$ cat src/rtl/hazard_ctrl.sv
`timescale 1ns/1ps
// Pipeline hazard controller: load-use stall, branch flush, operand/flag forwarding
// selects and saturating stall/flush event counters for a 5-stage core.
module hazard_ctrl (
  input  logic        clk,
  input  logic        reset,
  input  logic        id_valid,
  input  logic [4:0]  id_Rn,
  input  logic [4:0]  id_Rm,
  input  logic [4:0]  id_Rd,
  input  logic        id_useRn,
  input  logic        id_useRm,
  input  logic        id_RegWrite,
  input  logic        id_memRead,
  input  logic        id_setFlag,
  input  logic        id_flagBr,
  input  logic        ex_BrTaken,
  output logic        stall,
  output logic        flush,
  output logic [1:0]  fwdA,
  output logic [1:0]  fwdB,
  output logic        flagFwd,
  output logic [15:0] stall_cnt,
  output logic [15:0] flush_cnt
);

  typedef struct packed {
    logic       vld;
    logic [4:0] rd;
    logic       regwrite;
    logic       memread;
    logic       setflag;
  } stage_t;

  localparam logic [4:0] XZR = 5'd31;

  stage_t ex_p0, mem_p1, wb_p2;
  stage_t ex_nxt;
  logic   load_use;

  function automatic logic hit(input stage_t s, input logic [4:0] src);
    return s.vld && s.regwrite && (s.rd == src) && (src != XZR);
  endfunction

  // Youngest writer wins: EX, then MEM, then WB.
  function automatic logic [1:0] fwd_sel(input logic used, input logic [4:0] src,
                                         input stage_t ex, input stage_t mem,
                                         input stage_t wb);
    if (!used)         return 2'b00;
    if (hit(ex, src))  return 2'b01;
    if (hit(mem, src)) return 2'b10;
    if (hit(wb, src))  return 2'b11;
    return 2'b00;
  endfunction

  function automatic logic [15:0] sat_inc(input logic [15:0] c, input logic en);
    return (en && (c != 16'hFFFF)) ? c + 16'd1 : c;
  endfunction

  always_comb begin
    load_use = id_valid && ex_p0.vld && ex_p0.memread &&
               ((id_useRn && hit(ex_p0, id_Rn)) || (id_useRm && hit(ex_p0, id_Rm)));
    flush    = ex_BrTaken;
    stall    = load_use && !ex_BrTaken;
    fwdA     = fwd_sel(id_useRn, id_Rn, ex_p0, mem_p1, wb_p2);
    fwdB     = fwd_sel(id_useRm, id_Rm, ex_p0, mem_p1, wb_p2);
    flagFwd  = id_valid && id_flagBr && ex_p0.vld && ex_p0.setflag;

    ex_nxt = '0;
    if (!stall && !flush && id_valid) begin
      ex_nxt.vld      = 1'b1;
      ex_nxt.rd       = id_Rd;
      ex_nxt.regwrite = id_RegWrite;
      ex_nxt.memread  = id_memRead;
      ex_nxt.setflag  = id_setFlag;
    end
  end

  // ID -> EX (p0) -> MEM (p1) -> WB (p2)
  always_ff @(posedge clk or negedge reset) begin
    if (!reset) begin
      ex_p0     <= '0;
      mem_p1    <= '0;
      wb_p2     <= '0;
      stall_cnt <= '0;
      flush_cnt <= '0;
    end else begin
      ex_p0     <= ex_nxt;
      mem_p1    <= ex_p0;
      wb_p2     <= mem_p1;
      stall_cnt <= sat_inc(stall_cnt, stall);
      flush_cnt <= sat_inc(flush_cnt, flush);
    end
  end

endmodule

$ cat config.mk
export PLATFORM = sky130hd
export DESIGN_NAME = hazard_ctrl
export DESIGN_NICKNAME = d
export VERILOG_FILES = /design/src/rtl/hazard_ctrl.sv
export SDC_FILE = /design/constraint.sdc
export NUM_CORES = 1
export LEC_CHECK = 0
export ABC_AREA = 1
export BUFFER_PORTS_ARGS = -buffer_cell sky130_fd_sc_hd__buf_2
export CORE_MARGIN = 5
export CORE_UTILIZATION = 61
export CTS_BUF_LIST = sky130_fd_sc_hd__clkbuf_8
export DETAILED_ROUTE_END_ITERATION = 7
export GPL_TIMING_DRIVEN = 0
export PLACE_DENSITY = 0.92
export SETUP_SLACK_MARGIN = 0.05
export SKIP_LAST_GASP = 1
export SLEW_MARGIN = 5
export SYNTH_ARGS = -nofsm -noshare
export SYNTH_HDL_FRONTEND = slang
export SYNTH_SLANG_ARGS = --single-unit
$ cat constraint.sdc
create_clock -name clk -period 3.7 [get_ports clk]
set_input_delay 0.37 -clock clk [delete_from_list [all_inputs] [get_ports clk]]
set_output_delay 0.37 -clock clk [all_outputs]
set_load 0.005 [all_outputs]
==> results of run 1 <==
-- critical path: stages, from the launching register on --
cell	delay, ns
dfrtp_1	0.41
inv_1	0.11
nor2_2	0.05
nor2_2	0.08
nand2_1	0.08
nor2_2	0.14
nand3_2	0.12
nand2_4	0.13
nand3_4	0.09
inv_1	0.06
buf_2	0.10
-- cell type report --
cell class / instances / area (um2) / share of cell area [%]
repair buffers: 63 / 318 / 8.94
multi-input cells: 285 / 1490 / 41.8
flip-flops and latches: 55 / 1380 / 38.7
clock buffers: 5 / 68.8 / 1.94
clock inverters: 2 / 16.3 / 0.457
well taps: 67 / 83.8 / 2.36
plain buffers: 4 / 31.3 / 0.880
inverters: 47 / 176 / 4.96
-- registers in the layout, indices dropped and copies added (netlist names) --
signal,cells
flush_cnt,16
stall_cnt,16
ex_p0,9
mem_p1,7
wb_p2,7
-- stage by stage --
stage | setup WS [ns] | hold WS (ns) | utilization [%]
floorplan | 2.07 | 0.0744 | -
global placement | 1.88 | 0.357 | 72.0
detailed placement | 1.86 | 0.382 | 72.0
CTS | 1.63 | 0.237 | 73.8
global route | 1.50 | 0.124 | 73.8
finish | 1.64 | 0.0786 | 73.8
-- logic make-up after synthesis --
| family | after synthesis |
|---|---|
| AO/OA/AOI/OAI | 11 |
| XOR/XNOR | 36 |
| adder cells (fa/ha/maj) | 2 |
| buffers and inverters | 51 |
| flip-flops | 55 |
| multiplexers | 1 |
| AND/OR/NAND/NOR | 235 |
-- path summary, 6_finish.rpt --
check                      slack, ns  depth (start not counted)             to         start
max                             1.64                         10          stall      ex_p0[6]
min                             0.08                          1   flush_cnt[5]         reset
max reg2reg                     1.78                          7   flush_cnt[1]  flush_cnt[0]
min reg2reg                     0.40                          0       wb_p2[2]     mem_p1[2]
max in group asynchronous       3.17                          1  stall_cnt[10]         reset
min in group clk                0.25                          3       ex_p0[0]    id_setFlag
-- power by group --
group / switching [uW] / internal (uW) / leakage, uW
Sequential: 54.5 / 647 / 0.000741
Combinational: 104 / 88.5 / 0.00119
Clock: 201 / 132 / 0.0000406
Total: 360 / 868 / 0.00197
-- metal layers --
layer	track usage [%]	vias to the layer above
met5	0	-
met4	8.28	0
met3	4.21	19
met2	40.9	103
met1	31.2	1289
li1	-	1354
-- placed cells by master (no fill, tap or decap), drive strengths merged --
cell      count
xnor2        12
nor2         52
clkbuf        5
nor4          1
inv          48
o2111ai       2
nand4        10
ha            2
nor3b         1
or2           1
and3          3
clkinvlp      1
a211oi        2
xor2         24
o22ai         1
buf          67
nor3          9
mux2          1
o21ai         6
dfrtp        55
nand2       135
nand3        23
==> results.ini, run 1 <==
[die]
die_area_um2=6550
ios=64
start_util_pct=63.7
rows=25
die_h_um=80.9
coreArea_um2=4820
die_w_um=80.9

[sta]
rsz0062_at_grt=false
tns_ns=0
skew_ns=0.00660
hold_viol=0
slew_viol_final=0
fmax_ghz=0.486
setup_viol_count_final=0
maxSlewHeadroom_pct=55.1
worstMarginPinSlew_ns=0.673
period_share_pct=55.6
fin_crit_ns=2.06

[grt]
first_global_vias=2642
grt_usage_pct=24.1
gr-total-overflow=0
antenna_found_initial=0
grt_max_degree=56
grt_pass1_wl_um=12100

[finish]
layout-drive-gt1-share_pct=21.5
stdcell_area_um2=3560
diodes=0
fin_cells=528
fin_nets=488
syn2layout_area_growth_pct=15.9
fillCellCount=399

[routing]
route.met3.wl_um=419
drt-initial-drc-count=218
first_pass_iters=5
drcViolationCount=0
vias=2765
wl_met2_um=3580
dr.max_layer_used=met4
routed_via_density=5.24
drt-met1-wl_um=2960
detail-route-antenna-nets=0
routedWlPerCell_um=13.5
wirelength_um=7120

[clock_network]
cts_buffers=5
clk_pin_slew_ns=0.10
cts_root_buf=clkbuf_8
cts_buffer_depth=2
clock_latency_ns=0.31
holdBufCountCts=0
post_cts_resized=0
tritoncts=built
clock-sinks=55
post_cts_buffers=0
htree_levels=2

[logic_synthesis]
synth_top_family_by_area=simple AND/OR/NAND/NOR gates
synth_fa_ha_area_share_pct=0.815
yosysSeqAreaShare_pct=44.8
synthTopCellsByCount=132 x nand2_1, 55 x dfrtp_1, 42 x nor2_1
synth-simple-area-share_pct=34.7
synth_compound_area_share_pct=2.24
synthesis.nets=418
synthDominantCellAreaShare_pct=44.8
synth_area_um2=3070
synth_edf_count=0
syn_avg_cell_area_um2=7.85
synth-async-reset-ratio_pct=100
ys_warn_count=0
yosys.cell_count.top_type=nand2_1
ys.flop_type=dfrtp_1
synthCells=391
synth_top_area_cell=dfrtp_1
synth_area_leaders=dfrtp_1 45%, nand2_1 16%, xor2_1 6.8%
ys_types=31
synth_xor_area_share_pct=10.3
synth-seq-cells=55
muxShareOfSynthArea_pct=0.367

[placement]
dp_hpwl_um=5380
dp_cells=521
place.gp.congestion=0.919
place_area_um2=3470
io_buffer_count=63

[setup_path]
arrival_ns=1.69
end_kind=primary output
critPathKind=reg2out
path_max_fanout=3
crit_required_ns=3.33
start_kind=flip-flop

[power]
ir_drop_uv=405
power_uw=1230
leakage_uw=0.00197
p_per_area_nw_per_um2=345

[status]
status=finished, final reports clean

[run]
maxCapViolCount=0

[hold_path]
hp-class=in2async

No activity file was read; power rests on OpenSTA's default activity.
==> run 2, diff against run 1 <==
--- a/config.mk
+++ b/config.mk
@@ -8,11 +8,11 @@
 export ABC_AREA = 1
 export BUFFER_PORTS_ARGS = -buffer_cell sky130_fd_sc_hd__buf_2
 export CORE_MARGIN = 5
-export CORE_UTILIZATION = 61
+export CORE_UTILIZATION = 51
 export CTS_BUF_LIST = sky130_fd_sc_hd__clkbuf_8
 export DETAILED_ROUTE_END_ITERATION = 7
 export GPL_TIMING_DRIVEN = 0
-export PLACE_DENSITY = 0.92
+export PLACE_DENSITY = 0.82
 export SETUP_SLACK_MARGIN = 0.05
 export SKIP_LAST_GASP = 1
 export SLEW_MARGIN = 5
==> constraint.sdc (replaced) <==
create_clock -name clk -period 1.8 [get_ports clk]
set_input_delay 0.18 -clock clk [delete_from_list [all_inputs] [get_ports clk]]
set_output_delay 0.18 -clock clk [all_outputs]
set_load 0.005 [all_outputs]
==> results.ini, run 2 (synthesis results as in run 1) <==
[routing]
first_pass_iters=4  ; -1
routed_via_density=5.10  ; -2.6%
vias=2811  ; +1.7%
drt-initial-drc-count=139  ; -36%
drcViolationCount=0  ; unchanged
detail-route-antenna-nets=0  ; unchanged
routedWlPerCell_um=13.3  ; -0.96%
wirelength_um=7360  ; +3.4%

[die]
start_util_pct=52.1  ; -12 points
die_h_um=87.6  ; +8.2%
die_area_um2=7670  ; +17%
rows=28  ; +12%
die_w_um=87.6  ; +8.2%
ios=64  ; unchanged
coreArea_um2=5890  ; +22%

[run]
maxCapViolCount=0  ; unchanged

[sta]
holdWs_ns=0.0669  ; -0.0117 ns
worstMarginPinSlew_ns=0.683  ; +0.00968 ns
hold_viol=0  ; unchanged
skew_ns=0.00537  ; -0.00123 ns
period_share_pct=98.1
setup_viol_count_final=0  ; unchanged
slew_viol_final=0  ; unchanged
fin_crit_ns=1.77
fmax_ghz=0.566
tns_ns=0  ; unchanged
maxSlewHeadroom_pct=54.5  ; -0.65 points
rsz0062_at_grt=true

[grt]
grt_pass1_wl_um=11800  ; -2.6%
grt_usage_pct=19.3  ; -4.9 points
grt_max_degree=56  ; unchanged
antenna_found_initial=0  ; unchanged
first_global_vias=2588  ; -2.0%
gr-total-overflow=0  ; unchanged

[clock_network]
cts_buffer_depth=2  ; unchanged
clock_latency_ns=0.31  ; about the same
tritoncts=built
cts_buffers=5  ; unchanged
clk_pin_slew_ns=0.11  ; about the same
htree_levels=2  ; unchanged
cts_root_buf=clkbuf_8
clock-sinks=55  ; unchanged

[placement]
place_area_um2=3480  ; +0.29%
place.gp.congestion=0.988  ; +7.5%
io_buffer_count=63  ; unchanged
dp_hpwl_um=5250  ; -2.3%

[power]
p_per_area_nw_per_um2=691  ; +100%
power_uw=2630  ; +110%
leakage_uw=0.00207  ; +5.2%
ir_drop_uv=510  ; +26%

[finish]
fillCellCount=500  ; +25%
layout-drive-gt1-share_pct=29.4  ; +7.9 points
final_common_cell=nand2_1
final_core_util_pct=64.7  ; -9.1 points
layout_common_cells=120 x nand2_1, 61 x buf_2, 55 x dfrtp_1
reg_top3=flush_cnt x16, stall_cnt x16, ex_p0 x9
syn2layout_area_growth_pct=24.0
stdcell_area_um2=3810  ; +7.0%
diodes=0  ; unchanged
fin_nets=502  ; +2.9%

[setup_path]
path_max_fanout=4  ; +1
start_kind=flip-flop
arrival_ns=1.59  ; -0.10 ns
end_kind=primary output
r2r_start=flush_cnt[1]
crit_required_ns=1.62  ; -1.71 ns
critPathKind=reg2out
critical_path.startpoint=ex_p0[4]

[status]
status=finished, final reports clean

[hold_path]
hp-class=in2reg
hold_start=id_Rd[4]

-- run 2: final cells by class --
cell class | instances | area (um2) | share of cell area, %
plain buffers | 4 | 37.5 | 0.986
clock buffers | 5 | 68.8 | 1.81
clock inverters | 3 | 33.8 | 0.888
inverters | 47 | 176 | 4.64
multi-input cells | 285 | 1570 | 41.2
flip-flops and latches | 55 | 1380 | 36.2
well taps | 75 | 93.8 | 2.47
repair buffers | 77 | 452 | 11.9
-- run 2: where the power goes --
part / switching (uW) / internal (uW)
logic: 245 / 221
clock network: 436 / 294
registers: 105 / 1330
total: 786 / 1840
-- run 2: repair_timing --
item | in CTS | in global routing
hold buffers | 0 | 1
gates resized for setup | 9 | 29
pin swaps | 9 | 18
buffers inserted | 5 | 7
endpoints found under the setup margin | 14 | 24
hold endpoints to repair | 0 | 55
cloned | 0 | 2
-- run 2: worst paths after layout --
path                            slack [ns]  cells after the start           end
worst max-delay path                  0.03                      9         stall
worst min-delay path                  0.07                      3      ex_p0[7]
worst max register to register        0.04                      7  flush_cnt[1]
worst min register to register        0.39                      0      wb_p2[2]
max in group asynchronous             0.90                      2      ex_p0[0]
min in group asynchronous             0.44                      2  flush_cnt[0]
-- run 2: worst max-delay path, cell delays in order, from the launching register on --
cell and delay, ns:
dfrtp_1 0.43, inv_2 0.05, nand2_1 0.07, nand3_2 0.10, nor2_2 0.16, nand3_2 0.12, nand2_4 0.10, nand3_4 0.08
inv_2 0.07, buf_6 0.08
-- run 2: metrics by stage --
| stage | setup WS [ns] | std cells |
|---|---|---|
| 6_report | 0.0333 | 551 |
| 3_5_place_dp | -0.0714 | 529 |
| 4_1_cts | -0.00389 | 541 |
| 3_3_place_gp | -0.0362 | 529 |
| 2_1_floorplan | 0.168 | 391 |
| 5_1_grt | -0.0929 | 551 |
-- run 2: metal layers --
layer | global-route usage [%] | vias up | part of all wire (%)
met5 | 0 | - | 0
met4 | 4.04 | 0 | 1.5
met3 | 2.63 | 12 | 4.9
met2 | 34.8 | 93 | 52
met1 | 24.6 | 1322 | 42
li1 | - | 1384 | -
